[src/rtl/thermo_pkg.sv]
// Shared thermostat types and default constants.
// Used by the setpoint controller and by future status/LED logic.
package thermo_pkg;

    typedef enum logic [1:0] {
        CL_OFF  = 2'd0,
        CL_HEAT = 2'd1,
        CL_COOL = 2'd2
    } climate_state_t;

    typedef enum logic [1:0] {
        PR_IDLE   = 2'd0,
        PR_DELAY  = 2'd1,
        PR_REPEAT = 2'd2,
        PR_LOCK   = 2'd3
    } press_state_t;

    localparam logic [7:0] SET_MIN_DEF  = 8'd50;
    localparam logic [7:0] SET_MAX_DEF  = 8'd90;
    localparam logic [7:0] SET_INIT_DEF = 8'd72;
    localparam logic [7:0] HYST_DEF     = 8'd2;

    // Saturating one-degree step; a step at the limit leaves the value unchanged.
    function automatic logic [7:0] step_setpoint(input logic [7:0] cur, input logic up,
                                                 input logic [7:0] lo, input logic [7:0] hi);
        if (up) begin
            return (cur < hi) ? cur + 8'd1 : cur;
        end
        return (cur > lo) ? cur - 8'd1 : cur;
    endfunction

endpackage

[src/rtl/setpoint_ctrl_if.sv]
// Button/temperature bundle of the setpoint controller, plus FSM state visibility.
// No handshake: every signal is a level, sampled or updated on each rising clk edge.
interface setpoint_ctrl_if;
    import thermo_pkg::*;

    logic           btn_up;
    logic           btn_down;
    logic [7:0]     CurrentTemp;
    logic [7:0]     ChangedTemp;
    logic           heat_on;
    logic           cool_on;
    press_state_t   press_state;
    climate_state_t climate_state;

    modport slave (
        input  btn_up, btn_down, CurrentTemp,
        output ChangedTemp, heat_on, cool_on, press_state, climate_state
    );

    modport master (
        output btn_up, btn_down, CurrentTemp,
        input  ChangedTemp, heat_on, cool_on, press_state, climate_state
    );

endinterface

[src/rtl/btn_debounce.sv]
// 2-FF synchroniser plus stable-sample debouncer for one raw push-button.
// The level flips after DEBOUNCE_CYCLES consecutive differing samples; rise_o pulses with it.
module btn_debounce #(
    parameter int unsigned DEBOUNCE_CYCLES = 1_000_000
) (
    input  logic clk,
    input  logic rst,
    input  logic btn_i,
    output logic sync_o,
    output logic level_o,
    output logic rise_o
);

    localparam int unsigned CW = (DEBOUNCE_CYCLES > 1) ? $clog2(DEBOUNCE_CYCLES) : 1;
    localparam logic [CW-1:0] CNT_LAST = CW'(DEBOUNCE_CYCLES - 1);

    logic          sync1_q, sync2_q;
    logic          level_q, level_d;
    logic          rise_q, rise_d;
    logic [CW-1:0] cnt_q, cnt_d;

    // Synchroniser is left out of reset so a button held through reset stays visible.
    always_ff @(posedge clk) begin
        sync1_q <= btn_i;
        sync2_q <= sync1_q;
    end

    always_comb begin
        level_d = level_q;
        cnt_d   = cnt_q;
        rise_d  = 1'b0;
        if (sync2_q == level_q) begin
            cnt_d = '0;
        end else if (cnt_q == CNT_LAST) begin
            level_d = sync2_q;
            rise_d  = sync2_q;
            cnt_d   = '0;
        end else begin
            cnt_d = cnt_q + CW'(1);
        end
    end

    always_ff @(posedge clk) begin
        if (rst) begin
            level_q <= 1'b0;
            rise_q  <= 1'b0;
            cnt_q   <= '0;
        end else begin
            level_q <= level_d;
            rise_q  <= rise_d;
            cnt_q   <= cnt_d;
        end
    end

    assign sync_o  = sync2_q;
    assign level_o = level_q;
    assign rise_o  = rise_q;

endmodule

[src/rtl/setpoint_ctrl.sv]
// Debounced, auto-repeating, range-limited thermostat setpoint with a
// hysteretic heat/cool request FSM comparing it against the sensor temperature.
module setpoint_ctrl
    import thermo_pkg::*;
#(
    parameter int unsigned DEBOUNCE_CYCLES = 1_000_000,
    parameter int unsigned REPEAT_DELAY    = 50_000_000,
    parameter int unsigned REPEAT_RATE     = 20_000_000,
    parameter logic [7:0]  SET_MIN         = SET_MIN_DEF,
    parameter logic [7:0]  SET_MAX         = SET_MAX_DEF,
    parameter logic [7:0]  SET_INIT        = SET_INIT_DEF,
    parameter logic [7:0]  HYST            = HYST_DEF
) (
    input logic            clk,
    input logic            rst,
    setpoint_ctrl_if.slave bus
);

    localparam int unsigned HOLD_MAX = (REPEAT_DELAY > REPEAT_RATE) ? REPEAT_DELAY : REPEAT_RATE;
    localparam int unsigned HW       = (HOLD_MAX > 1) ? $clog2(HOLD_MAX) : 1;
    localparam logic [HW-1:0] DELAY_LAST = HW'(REPEAT_DELAY - 1);
    localparam logic [HW-1:0] RATE_LAST  = HW'(REPEAT_RATE - 1);

    logic up_sync, up_lvl, up_rise;
    logic dn_sync, dn_lvl, dn_rise;

    btn_debounce #(.DEBOUNCE_CYCLES(DEBOUNCE_CYCLES)) u_db_up (
        .clk     (clk),
        .rst     (rst),
        .btn_i   (bus.btn_up),
        .sync_o  (up_sync),
        .level_o (up_lvl),
        .rise_o  (up_rise)
    );

    btn_debounce #(.DEBOUNCE_CYCLES(DEBOUNCE_CYCLES)) u_db_dn (
        .clk     (clk),
        .rst     (rst),
        .btn_i   (bus.btn_down),
        .sync_o  (dn_sync),
        .level_o (dn_lvl),
        .rise_o  (dn_rise)
    );

    press_state_t   press_q, press_d;
    climate_state_t climate_q, climate_d;
    logic [HW-1:0]  hold_q, hold_d;
    logic           dir_up_q, dir_up_d;
    logic           ign_up_q, ign_up_d, ign_dn_q, ign_dn_d;
    logic [7:0]     setpoint_q, setpoint_d;
    logic           step_req;
    logic           up_go, dn_go, act_lvl;

    // A button already high at reset release must not step on its first accepted edge.
    always_comb begin
        ign_up_d = ign_up_q;
        ign_dn_d = ign_dn_q;
        if (up_rise || !up_sync) ign_up_d = 1'b0;
        if (dn_rise || !dn_sync) ign_dn_d = 1'b0;
    end

    assign up_go   = up_rise && !ign_up_q;
    assign dn_go   = dn_rise && !ign_dn_q;
    assign act_lvl = dir_up_q ? up_lvl : dn_lvl;

    always_ff @(posedge clk) begin
        if (rst) begin
            press_q    <= PR_IDLE;
            hold_q     <= '0;
            dir_up_q   <= 1'b0;
            ign_up_q   <= up_sync;
            ign_dn_q   <= dn_sync;
            setpoint_q <= SET_INIT;
            climate_q  <= CL_OFF;
        end else begin
            press_q    <= press_d;
            hold_q     <= hold_d;
            dir_up_q   <= dir_up_d;
            ign_up_q   <= ign_up_d;
            ign_dn_q   <= ign_dn_d;
            setpoint_q <= setpoint_d;
            climate_q  <= climate_d;
        end
    end

    always_comb begin
        press_d  = press_q;
        hold_d   = hold_q + HW'(1);
        dir_up_d = dir_up_q;
        step_req = 1'b0;
        if (up_lvl && dn_lvl) begin
            press_d = PR_LOCK;
            hold_d  = '0;
        end else begin
            case (press_q)
                PR_IDLE: begin
                    hold_d = '0;
                    if (up_go ^ dn_go) begin
                        press_d  = PR_DELAY;
                        dir_up_d = up_go;
                        step_req = 1'b1;
                    end
                end
                PR_DELAY: begin
                    if (!act_lvl) begin
                        press_d = PR_IDLE;
                        hold_d  = '0;
                    end else if (hold_q == DELAY_LAST) begin
                        press_d  = PR_REPEAT;
                        hold_d   = '0;
                        step_req = 1'b1;
                    end
                end
                PR_REPEAT: begin
                    if (!act_lvl) begin
                        press_d = PR_IDLE;
                        hold_d  = '0;
                    end else if (hold_q == RATE_LAST) begin
                        hold_d   = '0;
                        step_req = 1'b1;
                    end
                end
                default: begin
                    hold_d = '0;
                    if (!up_lvl && !dn_lvl) press_d = PR_IDLE;
                end
            endcase
        end
    end

    // Climate thresholds in 9 bits: CurrentTemp + HYST never overflows, nothing underflows.
    logic [8:0] ct9, sp9, hy9;
    assign ct9 = {1'b0, bus.CurrentTemp};
    assign sp9 = {1'b0, setpoint_q};
    assign hy9 = {1'b0, HYST};

    always_comb begin
        climate_d = climate_q;
        case (climate_q)
            CL_OFF: begin
                if (ct9 + hy9 < sp9)      climate_d = CL_HEAT;
                else if (ct9 > sp9 + hy9) climate_d = CL_COOL;
            end
            CL_HEAT: if (ct9 >= sp9) climate_d = CL_OFF;
            CL_COOL: if (ct9 <= sp9) climate_d = CL_OFF;
            default: climate_d = CL_OFF;
        endcase
    end

    always_comb begin
        setpoint_d = setpoint_q;
        if (step_req) setpoint_d = step_setpoint(setpoint_q, dir_up_d, SET_MIN, SET_MAX);
        bus.ChangedTemp   = setpoint_q;
        bus.heat_on       = (climate_q == CL_HEAT);
        bus.cool_on       = (climate_q == CL_COOL);
        bus.press_state   = press_q;
        bus.climate_state = climate_q;
    end

endmodule

[src/flat_wrapper.sv]
// flat-port wrapper written by rule: the top's interface ports become plain ports
module setpoint_ctrl_flat import thermo_pkg::*;
#(
    parameter int unsigned DEBOUNCE_CYCLES = 1_000_000,
    parameter int unsigned REPEAT_DELAY    = 50_000_000,
    parameter int unsigned REPEAT_RATE     = 20_000_000,
    parameter logic [7:0]  SET_MIN         = SET_MIN_DEF,
    parameter logic [7:0]  SET_MAX         = SET_MAX_DEF,
    parameter logic [7:0]  SET_INIT        = SET_INIT_DEF,
    parameter logic [7:0]  HYST            = HYST_DEF
)
  (clk, rst, bus_btn_up, bus_btn_down, bus_CurrentTemp, bus_ChangedTemp, bus_heat_on, bus_cool_on, bus_press_state, bus_climate_state);
  setpoint_ctrl_if bus_i ();
  input logic clk;
  input logic rst;
  input wire logic [$bits(bus_i.btn_up)-1:0] bus_btn_up;
  input wire logic [$bits(bus_i.btn_down)-1:0] bus_btn_down;
  input wire logic [$bits(bus_i.CurrentTemp)-1:0] bus_CurrentTemp;
  output wire logic [$bits(bus_i.ChangedTemp)-1:0] bus_ChangedTemp;
  output wire logic [$bits(bus_i.heat_on)-1:0] bus_heat_on;
  output wire logic [$bits(bus_i.cool_on)-1:0] bus_cool_on;
  output wire logic [$bits(bus_i.press_state)-1:0] bus_press_state;
  output wire logic [$bits(bus_i.climate_state)-1:0] bus_climate_state;
  assign bus_i.btn_up = bus_btn_up;
  assign bus_i.btn_down = bus_btn_down;
  assign bus_i.CurrentTemp = bus_CurrentTemp;
  assign bus_ChangedTemp = bus_i.ChangedTemp;
  assign bus_heat_on = bus_i.heat_on;
  assign bus_cool_on = bus_i.cool_on;
  assign bus_press_state = bus_i.press_state;
  assign bus_climate_state = bus_i.climate_state;
  setpoint_ctrl #(.DEBOUNCE_CYCLES(DEBOUNCE_CYCLES), .REPEAT_DELAY(REPEAT_DELAY), .REPEAT_RATE(REPEAT_RATE), .SET_MIN(SET_MIN), .SET_MAX(SET_MAX), .SET_INIT(SET_INIT), .HYST(HYST)) u_core (.clk(clk), .rst(rst), .bus(bus_i));
endmodule
[config.mk]
export PLATFORM = sky130hd
export DESIGN_NAME = setpoint_ctrl_flat
export DESIGN_NICKNAME = d
export VERILOG_FILES = /design/src/rtl/thermo_pkg.sv /design/src/rtl/setpoint_ctrl_if.sv /design/src/rtl/btn_debounce.sv /design/src/rtl/setpoint_ctrl.sv /design/src/flat_wrapper.sv
export SDC_FILE = /design/constraint.sdc
export NUM_CORES = 1
export LEC_CHECK = 0
export ABC_AREA = 1
export ABC_CLOCK_PERIOD_IN_PS = 2500
export BUFFER_PORTS_ARGS = -buffer_cell sky130_fd_sc_hd__clkbuf_2
export CAP_MARGIN = 20
export CORE_ASPECT_RATIO = 0.9
export CORE_MARGIN = 2
export CORE_UTILIZATION = 45
export CTS_BUF_LIST = sky130_fd_sc_hd__clkbuf_16
export DETAILED_ROUTE_END_ITERATION = 6
export PLACE_DENSITY = 0.7
export SLEW_MARGIN = 25
export SYNTH_ARGS = -nofsm -noshare
export SYNTH_HDL_FRONTEND = slang
export SYNTH_SLANG_ARGS = --single-unit
[constraint.sdc]
create_clock -name clk -period 2.5 [get_ports clk]
set_clock_uncertainty 0.2 [all_clocks]
set_input_delay 0.125 -clock clk [delete_from_list [all_inputs] [get_ports clk]]
set_output_delay 0.125 -clock clk [all_outputs]
set_load 0.01 [all_outputs]
# After elaboration in Yosys (flattened, before gate mapping)
# Cells that the tools add are included.
# W data, S select, Z words.
[word_totals] out_inout_bits=14 word_cells=118 inputBits=12 ff_bits=89
[op_classes] n_reduce_logical=28 bitwise=5 n_lt_le_gt_ge=6 add_sub_neg=7 n_eq_ne=17 mux=38
[ops] cell="$mux W26" n=4
[ops] cell="$pmux W26 S2" n=1
[ops] cell="$add A20 B1 Y20 const B" n=2
[ops] cell="$eq A20 B20 Y1 const B" n=2
[ops] cell="$mux W8" n=4
[ops] cell="$add A26 B1 Y26 const B" n=1
[ops] cell="$eq A26 B25 Y1 const B" n=1
[ops] cell="$eq A26 B26 Y1 const B" n=1
[ops] cell="$mux W2" n=10
[ops] cell="$add A8 B2 Y9 const B" n=2
[ops] cell="$mux W1" n=16
[ops] cell="$pmux W2 S3" n=2
[ops] cell="$reduce_or A3 Y1" n=4
[ops] cell="$gt A8 B9 Y1" n=1
[ops] cell="$lt A9 B8 Y1" n=1
[ops] cell="$add A8 B1 Y8 const B" n=1
[ops] cell="$ge A8 B8 Y1" n=1
[ops] cell="$gt A8 B6 Y1 const B" n=1
[ops] cell="$le A8 B8 Y1" n=1
[ops] cell="$lt A8 B7 Y1 const B" n=1
[ops] cell="$sub A8 B1 Y8 const B" n=1
[ops] cell="$logic_not A1 Y1" n=6
[ops] cell="$ne A3 B1 Y1 const B" n=2
[ops] cell="$ne A3 B3 Y1 const B" n=2
[ops] cell="other kinds (17)" n=33

# Logic depth before layout (Yosys ltp)
# Gate-level depths: netlist of the first run.
[logic_depth] word_depth=10 depth_mapped=15 depth_no_buf=15

# Cells and area by module
# From an unflattened synthesis of the first run, not the netlist that was laid out.
[hier_totals] cells_unflattened=834 area_unflattened_um2=5694.2
[by_module_without_submodules] mod="setpoint_ctrl" seq_area_each_um2=840.8 area_each_um2=3357.0 cells_per_inst=496 instances=1
[by_module_without_submodules] mod="btn_debounce" seq_area_each_um2=480.5 area_each_um2=1168.6 cells_per_inst=169 instances=2

# Least setup slack after synthesis of the first run
# OpenSTA, ideal clock, no wires.
[synth_path] kind="register -> register" startpoint="register u_core.press_q[0], in the netlist u_core.bus.press_state[0]" endpoint="register u_core.setpoint_q[5], in the netlist u_core.bus.ChangedTemp[5]" required_time_ps=2184 arrival_time_ps=2216 path_slack_ps=-32 setup_time_ps=116 path_buffers=0 path_stages_with_launch=14 period_less_slack_ps=2532 cell_sequence="dfxtp_1 -> inv_1 -> ha_1 -> nand4_1 -> nand2_1 -> ha_1 -> a21oi_1 -> nand2_1 -> nand2_1 -> nand2_1 -> a21oi_1 -> xnor2_1 -> o21ai_0 -> nor2_1"
[synth_via] elab_chain_len=7 word_cells_on_any_way=13 cone_classes="3 x eq/ne; 7 x mux; 3 x reduce/logical"
[synth_rtl] item="start, declared" line_no="setpoint_ctrl.sv:45" source="press_state_t press_q, press_d;"
[synth_rtl] item="start signal, assigned" line_no="setpoint_ctrl.sv:76" source="press_q <= press_d;"
[synth_rtl] item="$logic_not A2 Y1" line_no="setpoint_ctrl.sv:95" source="case (press_q)"
[synth_rtl] item="$mux W1" line_no="setpoint_ctrl.sv:95"
[synth_rtl] item="$mux W1" line_no="setpoint_ctrl.sv:91" source="if (up_lvl && dn_lvl) begin"
[synth_rtl] item="$mux W1" line_no="thermo_pkg.sv:26" source="if (up) begin"
[synth_rtl] item="$mux W1" line_no="setpoint_ctrl.sv:152" source="if (step_req) setpoint_d = step_setpoint(setpoint_q, dir_up_d, SET_MIN, SET_MAX);"
[synth_rtl] item="$ne A3 B3 Y1 (no line) or $reduce_bool A2 Y1 (tied branches)"
[synth_rtl] item="$reduce_and A3 Y1 (no line)"
[synth_rtl] item="end signal, assigned" line_no="setpoint_ctrl.sv:81" source="setpoint_q <= setpoint_d;"
[synth_rtl] item="end, declared" line_no="setpoint_ctrl.sv:50" source="logic [7:0] setpoint_q, setpoint_d;"
# Parallel ways exist; a longest one is shown, timed or not. The select of a mux whose other input is x is not followed.
# A chain may end at the register's enable or synchronous reset.

# Final worst setup path of the first run
[layout_path] startpoint="register u_core.ign_dn_q" endpoint="register u_core.setpoint_q[5], in the netlist u_core.bus.ChangedTemp[5]"
[layout_via] elab_chain_len=10 word_cells_on_any_way=15 cone_classes="1 x eq/ne; 9 x mux; 1 x bitwise; 4 x reduce/logical"
[layout_rtl] item="start, declared" line_no="setpoint_ctrl.sv:49" source="logic ign_up_q, ign_up_d, ign_dn_q, ign_dn_d;"
[layout_rtl] item="start signal, assigned" line_no="setpoint_ctrl.sv:72" source="ign_dn_q <= dn_sync;"
[layout_rtl] item="start signal, assigned" line_no="setpoint_ctrl.sv:80" source="ign_dn_q <= ign_dn_d;"
[layout_rtl] item="$logic_not A1 Y1 *" line_no="setpoint_ctrl.sv:63" source="assign dn_go = dn_rise && !ign_dn_q;"
[layout_rtl] item="$logic_and A1 B1 Y1 *" line_no="setpoint_ctrl.sv:63"
[layout_rtl] item="$xor A1 B1 Y1 *" line_no="setpoint_ctrl.sv:98" source="if (up_go ^ dn_go) begin"
[layout_rtl] item="$mux W1" line_no="setpoint_ctrl.sv:98"
[layout_rtl] item="$mux W1" line_no="setpoint_ctrl.sv:95"
[layout_rtl] item="$mux W1" line_no="setpoint_ctrl.sv:91"
[layout_rtl] item="$mux W1" line_no="thermo_pkg.sv:26"
[layout_rtl] item="$mux W1" line_no="setpoint_ctrl.sv:152"
[layout_rtl] item="$ne A3 B3 Y1 (no line) or $reduce_bool A2 Y1 (tied branches)"
[layout_rtl] item="$reduce_and A3 Y1 (no line)"
# Every way passes the cells marked *; elsewhere a longest branch is shown, timed or not. The select of a mux whose other input is x is not followed.

==> results.json, run 1 <==
{
  "required_ns": 2.53,
  "dr.first_iter.drc_count": 268,
  "netlist_instances": 752,
  "violations": "hold timing",
  "internal_power_w": 0.00248,
  "ant_nets": 0,
  "crit_arrival_ns": 2.36,
  "cts_root_buffer": "clkbuf_16",
  "clk_latency_ns": 0.34,
  "num_vias": 4703,
  "synth_enable_flop_cells": 2,
  "min_from": "rst",
  "end_kind": "register",
  "drcViolationCount": 0,
  "p_comb_share_pct": 12.9,
  "fin_ws_ns": 0.169,
  "seqPwrFrac_pct": 44.1,
  "crit_fanout": 6,
  "slew_viol_final": 0,
  "core_area_mm2": 0.0119,
  "final_cells": 968,
  "synth_area_mm2": 0.00543,
  "p_leak_nw": 2.58,
  "port_buffers": 25,
  "dp_hpwl_mm": 8.21,
  "synth_top_cell_by_area": "dfxtp_1",
  "setup_viol": 0,
  "first_global_vias": 4208,
  "initial_utilization_pct": 45.5,
  "die-width_um": 120,
  "whs_ns": -0.00150,
  "min_path_type": "in -> reg",
  "ir_worst_vdd_mv": 0.342,
  "dr.pass1.iters": 5,
  "postLayoutCellArea_mm2": 0.00632,
  "area_growth_pct": 16.3,
  "status": "finished with violations",
  "avgSynthCellArea_um2": 7.23,
  "pre_cts_slack_ns": 0.0910,
  "nets": 853,
  "die_h_um": 108,
  "cts.sink_count": 89,
  "placed_cells": 948,
  "layout-drive-gt1-share_pct": 16.0,
  "clkTransAtPathRegs_ns": 0.07,
  "viasPerCell": 4.86,
  "synth_cell_type_count": 48,
  "gr-total-overflow": 0,
  "htreeDepth": 3,
  "crit_type": "reg -> reg",
  "pwr-share-clk_pct": 43.0,
  "synth-seq-cells": 89,
  "reg2reg_to": "u_core.bus.ChangedTemp[5]",
  "grt_pass1_wl_mm": 18.9,
  "fmax_mhz": 429,
  "reg2reg_slack_ns": 0.17,
  "min_to": "u_core.bus.ChangedTemp[7]",
  "wirelength_mm": 11.1,
  "hold_viol_final": 1,
  "worst_pin_slew_ns": 0.397,
  "ys_top_cells_by_area": "dfxtp_1, nand2_1, ha_1",
  "layout_min_cycle_time_ns": 2.33,
  "p_switching_w": 0.000848,
  "r2r-start": "u_core.ign_dn_q",
  "ys_warn_count": 0,
  "diodes": 0,
  "clock_path_buffers": 2,
  "synth_nets": 802,
  "drv_cap": 0,
  "dominantRegCellSynth": "dfxtp_1",
  "grt_usage_pct": 17.7,
  "cts_buffers": 9,
  "placed_cell_area_mm2": 0.00585,
  "synthArstFlopShare_pct": 0,
  "cts_tree": "built",
  "ios": 26,
  "powerDensity_mw_per_mm2": 526,
  "rows": 38,
  "min_path_cells": 3,
  "p_sw_share_pct": 25.5,
  "cp-start-kind": "register",
  "gp_congestion": 0.882,
  "wl_per_cell_um": 11.4,
  "grt_max_degree": 17,
  "yosysSeqAreaShare_pct": 33.2,
  "rr_worst_depth": 15,
  "maxSlewHeadroom_pct": 73.3,
  "antenna_found_initial": 0,
  "synth_top_area_share_pct": 32.1,
  "fin_crit_sh_pct": 93.2,
  "die_area_mm2": 0.0130
}
cells in the final DEF, fill, tap and decap left out, types with 3 or more instances in the layout:
master	n
clkbuf_2	25
nor3_2	4
inv_6	3
a21oi_2	5
ha_1	31
o21ai_1	9
inv_2	4
a31oi_1	4
nand3_2	3
nor2_2	6
nand3_1	35
nand2_1	139
nor2_1	101
nand4_1	20
o21ai_0	11
nand2_2	14
nand3b_1	3
nor3b_1	4
nor4_1	6
nor2_4	4
xor2_1	30
a21oi_1	45
o21a_1	6
nand2_4	5
ha_4	6
nor3_1	29
or2_2	5
inv_1	99
clkbuf_16	10
dfxtp_1	86
xnor2_1	8
buf_4	17
power by group through the flow:
stage,Combinational (W),Clock [W],Sequential [W]
floorplan,0.000249,0,0.00151
global route,0.000488,0.00152,0.00147
CTS,0.000402,0.00147,0.00147
global placement,0.000391,0,0.00150
finish,0.000428,0.00143,0.00147
detailed placement,0.000395,0,0.00150
synth_stat cells, types with 6 or more instances:
| cell | instances |
|---|---|
| nor4_1 | 6 |
| nor3_1 | 29 |
| nor2_1 | 102 |
| nand2_2 | 10 |
| inv_1 | 99 |
| nand3_1 | 35 |
| o21ai_1 | 6 |
| nand2_1 | 144 |
| o21a_1 | 6 |
| ha_1 | 37 |
| xnor2_1 | 8 |
| a21oi_1 | 48 |
| o21ai_0 | 15 |
| xor2_1 | 30 |
| nand4_1 | 20 |
| dfxtp_1 | 87 |
worst max-delay path, cell delays in order (launching register included):
cell	delay (ns)
edfxtp_1	0.40
inv_1	0.07
nand2_1	0.05
nand2_2	0.08
nand4_1	0.11
nand2_2	0.11
nand2_4	0.10
ha_4	0.28
a21oi_2	0.14
nand2_2	0.09
nand2_2	0.08
nand2_1	0.07
a21oi_2	0.15
xnor2_1	0.08
o21ai_1	0.15
nor2_1	0.06
sequential cells by signal (all words and copies together) (netlist names):
name and count:
u_core.u_db_up.cnt_q 20, u_core.bus.ChangedTemp 8, u_core.u_db_dn.rise_o 1, u_core.bus.press_state 2, u_core.u_db_up.sync_o 1, u_core.hold_q 26, u_core.u_db_up.rise_o 1, u_core.u_db_up.level_o 1
u_core.bus.climate_state 2, u_core.u_db_dn.sync_o 1, u_core.u_db_dn.sync1_q 1, u_core.u_db_up.sync1_q 1, u_core.ign_dn_q 1, u_core.dir_up_q 1, u_core.u_db_dn.cnt_q 20, u_core.ign_up_q 1
u_core.u_db_dn.level_o 1
final cells by class:
type	instances	area, um^2
Fill cell	1145	5620
Multi-Input combinational cell	553	3310
Sequential cell	89	1800
Inverter	105	399
Timing Repair Buffer	45	284
Clock buffer	10	250
Tap cell	160	200
Clock inverter	6	70.1
per-layer routing:
metal	part of all wire, %	global-route usage (%)	vias to the layer above	routed length [um]
met1	52	24.4	2064	5750
met2	44	28.0	64	4850
met5	0	0	-	0
met3	3.1	3.80	13	344
met4	1.2	5.13	0	138
li1	-	-	2562	-
cell families (layout without fill, tap and decap cells):
kind of cell	Yosys count	in the layout	share of synthesized area, %
compound gates	89	89	9.14
xor+xnor	38	38	6.12
fa+ha+maj	38	38	8.89
buf+inv	110	166	7.99
flops	89	89	33.2
simple gates	388	388	34.7
how the worst max path moves through the flow:
| stage | to | slack (ns) | startpoint |
|---|---|---|---|
| floorplan | u_core.bus.ChangedTemp[5] | 0.03 | u_core.bus.press_state[0] |
| global placement | u_core.bus.ChangedTemp[6] | 0.13 | u_core.ign_dn_q |
| detailed placement | u_core.bus.ChangedTemp[6] | 0.09 | u_core.ign_dn_q |
| CTS | u_core.bus.ChangedTemp[6] | 0.04 | u_core.ign_dn_q |
| global route | u_core.bus.ChangedTemp[5] | -0.02 | u_core.ign_dn_q |
| finish | u_core.bus.ChangedTemp[5] | 0.17 | u_core.ign_dn_q |
stage by stage:
step                total power (W)  util (%)  TNS (ns)
CTS                         0.00334      51.8         0
finish                      0.00332      52.9         0
detailed placement          0.00189      49.0         0
global placement            0.00189      49.0         0
global route                0.00348      52.9   -0.0319
floorplan                   0.00176         -         0
what timing repair did:
action                                  in CTS  in global routing
hold buffers                                 2                  0
endpoints found under the setup margin       0                  5
gates resized for setup                      0                 24
endpoints found under the hold margin        2                  0
setup buffers                                0                  2
(Power assumes the default switching activity.)
==> inputs of run 2 (changes only) <==
--- a/config.mk
+++ b/config.mk
@@ -9,12 +9,12 @@
 export ABC_CLOCK_PERIOD_IN_PS = 2500
 export BUFFER_PORTS_ARGS = -buffer_cell sky130_fd_sc_hd__clkbuf_2
 export CAP_MARGIN = 20
-export CORE_ASPECT_RATIO = 0.9
 export CORE_MARGIN = 2
 export CORE_UTILIZATION = 45
 export CTS_BUF_LIST = sky130_fd_sc_hd__clkbuf_16
 export DETAILED_ROUTE_END_ITERATION = 6
 export PLACE_DENSITY = 0.7
+export RECOVER_POWER = 25
 export SLEW_MARGIN = 25
 export SYNTH_ARGS = -nofsm -noshare
 export SYNTH_HDL_FRONTEND = slang
==> results.json, run 2 (synthesized netlist as in run 1, its figures left out) <==
{
  "maxSlewHeadroom_pct": 73.3,
  "fin_tns_setup_ns": 0,
  "fmax_mhz": 431,
  "fillers": 1166,
  "dp_hpwl_mm": 8.33,
  "clock_path_buffers": 2,
  "r2r-start": "u_core.ign_dn_q",
  "slew_viol_final": 0,
  "drv_cap": 0,
  "fin_crit_sh_pct": 92.9,
  "total_power_w": 0.00321,
  "rr_worst_depth": 16,
  "area.sequential_mm2": 0.00180,
  "powerDensity_mw_per_mm2": 515,
  "gr-total-overflow": 0,
  "final_cells": 955,
  "area_growth_pct": 14.5,
  "first_global_vias": 4496,
  "core_area_mm2": 0.0119,
  "die-width_um": 114,
  "hold_viol_final": 0,
  "cts.sink_count": 89,
  "nets": 853,
  "placed_cell_area_mm2": 0.00582,
  "layout-drive-gt1-share_pct": 13.6,
  "p_leak_nw": 2.53,
  "largest_register": "u_core.hold_q",
  "setup_viol": 0,
  "postLayoutCellArea_mm2": 0.00622,
  "min_from": "u_core.u_db_dn.sync1_q",
  "min_path_cells": 0,
  "cts_root_buffer": "clkbuf_16",
  "grt_usage_pct": 17.8,
  "final_common_cell": "nand2_1",
  "die_area_mm2": 0.0130,
  "min_path_type": "reg -> reg",
  "dr.first_iter.drc_count": 153,
  "rsz0062_at_grt": "true",
  "crit_type": "reg -> reg",
  "num_vias": 4742,
  "worst_pin_slew_ns": 0.397,
  "reg2reg_to": "u_core.bus.ChangedTemp[7]",
  "cts_tree": "built",
  "crit_arrival_ns": 2.35,
  "dr.pass1.iters": 4,
  "end_kind": "register",
  "grt_pass1_wl_mm": 19.0,
  "initial_utilization_pct": 45.6,
  "wirelength_mm": 10.9,
  "reg2reg_slack_ns": 0.18,
  "required_ns": 2.53,
  "whs_ns": 0.127,
  "die_h_um": 114,
  "min_to": "u_core.u_db_dn.sync_o",
  "placed_cells": 934,
  "port_buffers": 25,
  "largest_reg_flops": 26,
  "grt_max_degree": 17,
  "htreeDepth": 3,
  "viasPerCell": 4.97,
  "diodes": 0,
  "crit_fanout": 6,
  "clkTransAtPathRegs_ns": 0.06,
  "ant_nets": 0,
  "ir_worst_vdd_mv": 0.516,
  "antenna_found_initial": 0,
  "cp-start-kind": "register",
  "top_regs": "u_core.hold_q x26, u_core.u_db_dn.cnt_q x20, u_core.u_db_up.cnt_q x20",
  "wl_per_cell_um": 11.4,
  "rows": 40,
  "cts_buffers": 9,
  "status": "finished, final reports clean",
  "clk_latency_ns": 0.34,
  "ios": 26,
  "drcViolationCount": 0,
  "final_cell_mix": "nand2_1, nor2_1, inv_1",
  "gp_congestion": 0.873,
  "multiInputGateArea_mm2": 0.00328,
  "layout_min_cycle_time_ns": 2.32
}
-- run 2: worst max path at each step --
stage,from,to,slack [ns],depth (start not counted)
after global routing,u_core.bus.press_state[1],u_core.bus.ChangedTemp[6],-0.02,13
after floorplan,u_core.bus.press_state[0],u_core.bus.ChangedTemp[5],0.03,13
final,u_core.ign_dn_q,u_core.bus.ChangedTemp[7],0.18,16
after global placement,u_core.ign_dn_q,u_core.bus.ChangedTemp[6],0.11,14
after CTS,u_core.ign_up_q,u_core.bus.ChangedTemp[5],0.04,15
after detailed placement,u_core.bus.press_state[0],u_core.bus.ChangedTemp[5],0.05,14
-- run 2: stage by stage --
stage,worst slack (ns),utilization [%]
finish,0.178,52.2
global route,-0.0223,52.2
CTS,0.0410,51.6
detailed placement,0.0462,48.9
global placement,0.106,48.9
floorplan,0.0306,-
-- run 2: final cells by class --
type | count | area share [%]
Clock inverter | 7 | 1.11
Sequential cell | 89 | 29.0
Inverter | 105 | 6.42
Clock buffer | 9 | 3.62
Tap cell | 147 | 2.96
Multi-Input combinational cell | 553 | 52.7
Timing Repair Buffer | 45 | 4.28
-- run 2: critical path, stage by stage (launching register included) --
cell and delay [ns]:
edfxtp_1 0.40, inv_1 0.07, nand2_1 0.05, nand2_1 0.10, nand4_1 0.11, nand2_2 0.11
nand2_4 0.10, buf_6 0.16, ha_4 0.22, a21oi_1 0.11, o21ai_0 0.08, a31oi_1 0.20
inv_1 0.06, nand2_1 0.07, nand2_1 0.06, nand2_2 0.06, a21oi_2 0.04
-- run 2: layer usage --
metal	global-route usage, %	vias to the layer above	share of wire [%]
li1	-	2553	-
met1	22.1	2145	49
met2	31.2	39	47
met3	4.52	5	3.3
met4	3.50	0	0.52
met5	0	-	0
-- run 2: report_power, final --
part           switching [W]  total, W  internal (W)
combinational       0.000234  0.000389      0.000154
sequential         0.0000162   0.00147       0.00145
clock               0.000578   0.00135      0.000775
-- run 2: what timing repair did --
action	CTS	global route
resized for setup	0	19
endpoints found under the hold margin	5	0
setup buffers	0	2
endpoints found under the setup margin	0	5
hold buffers	3	0
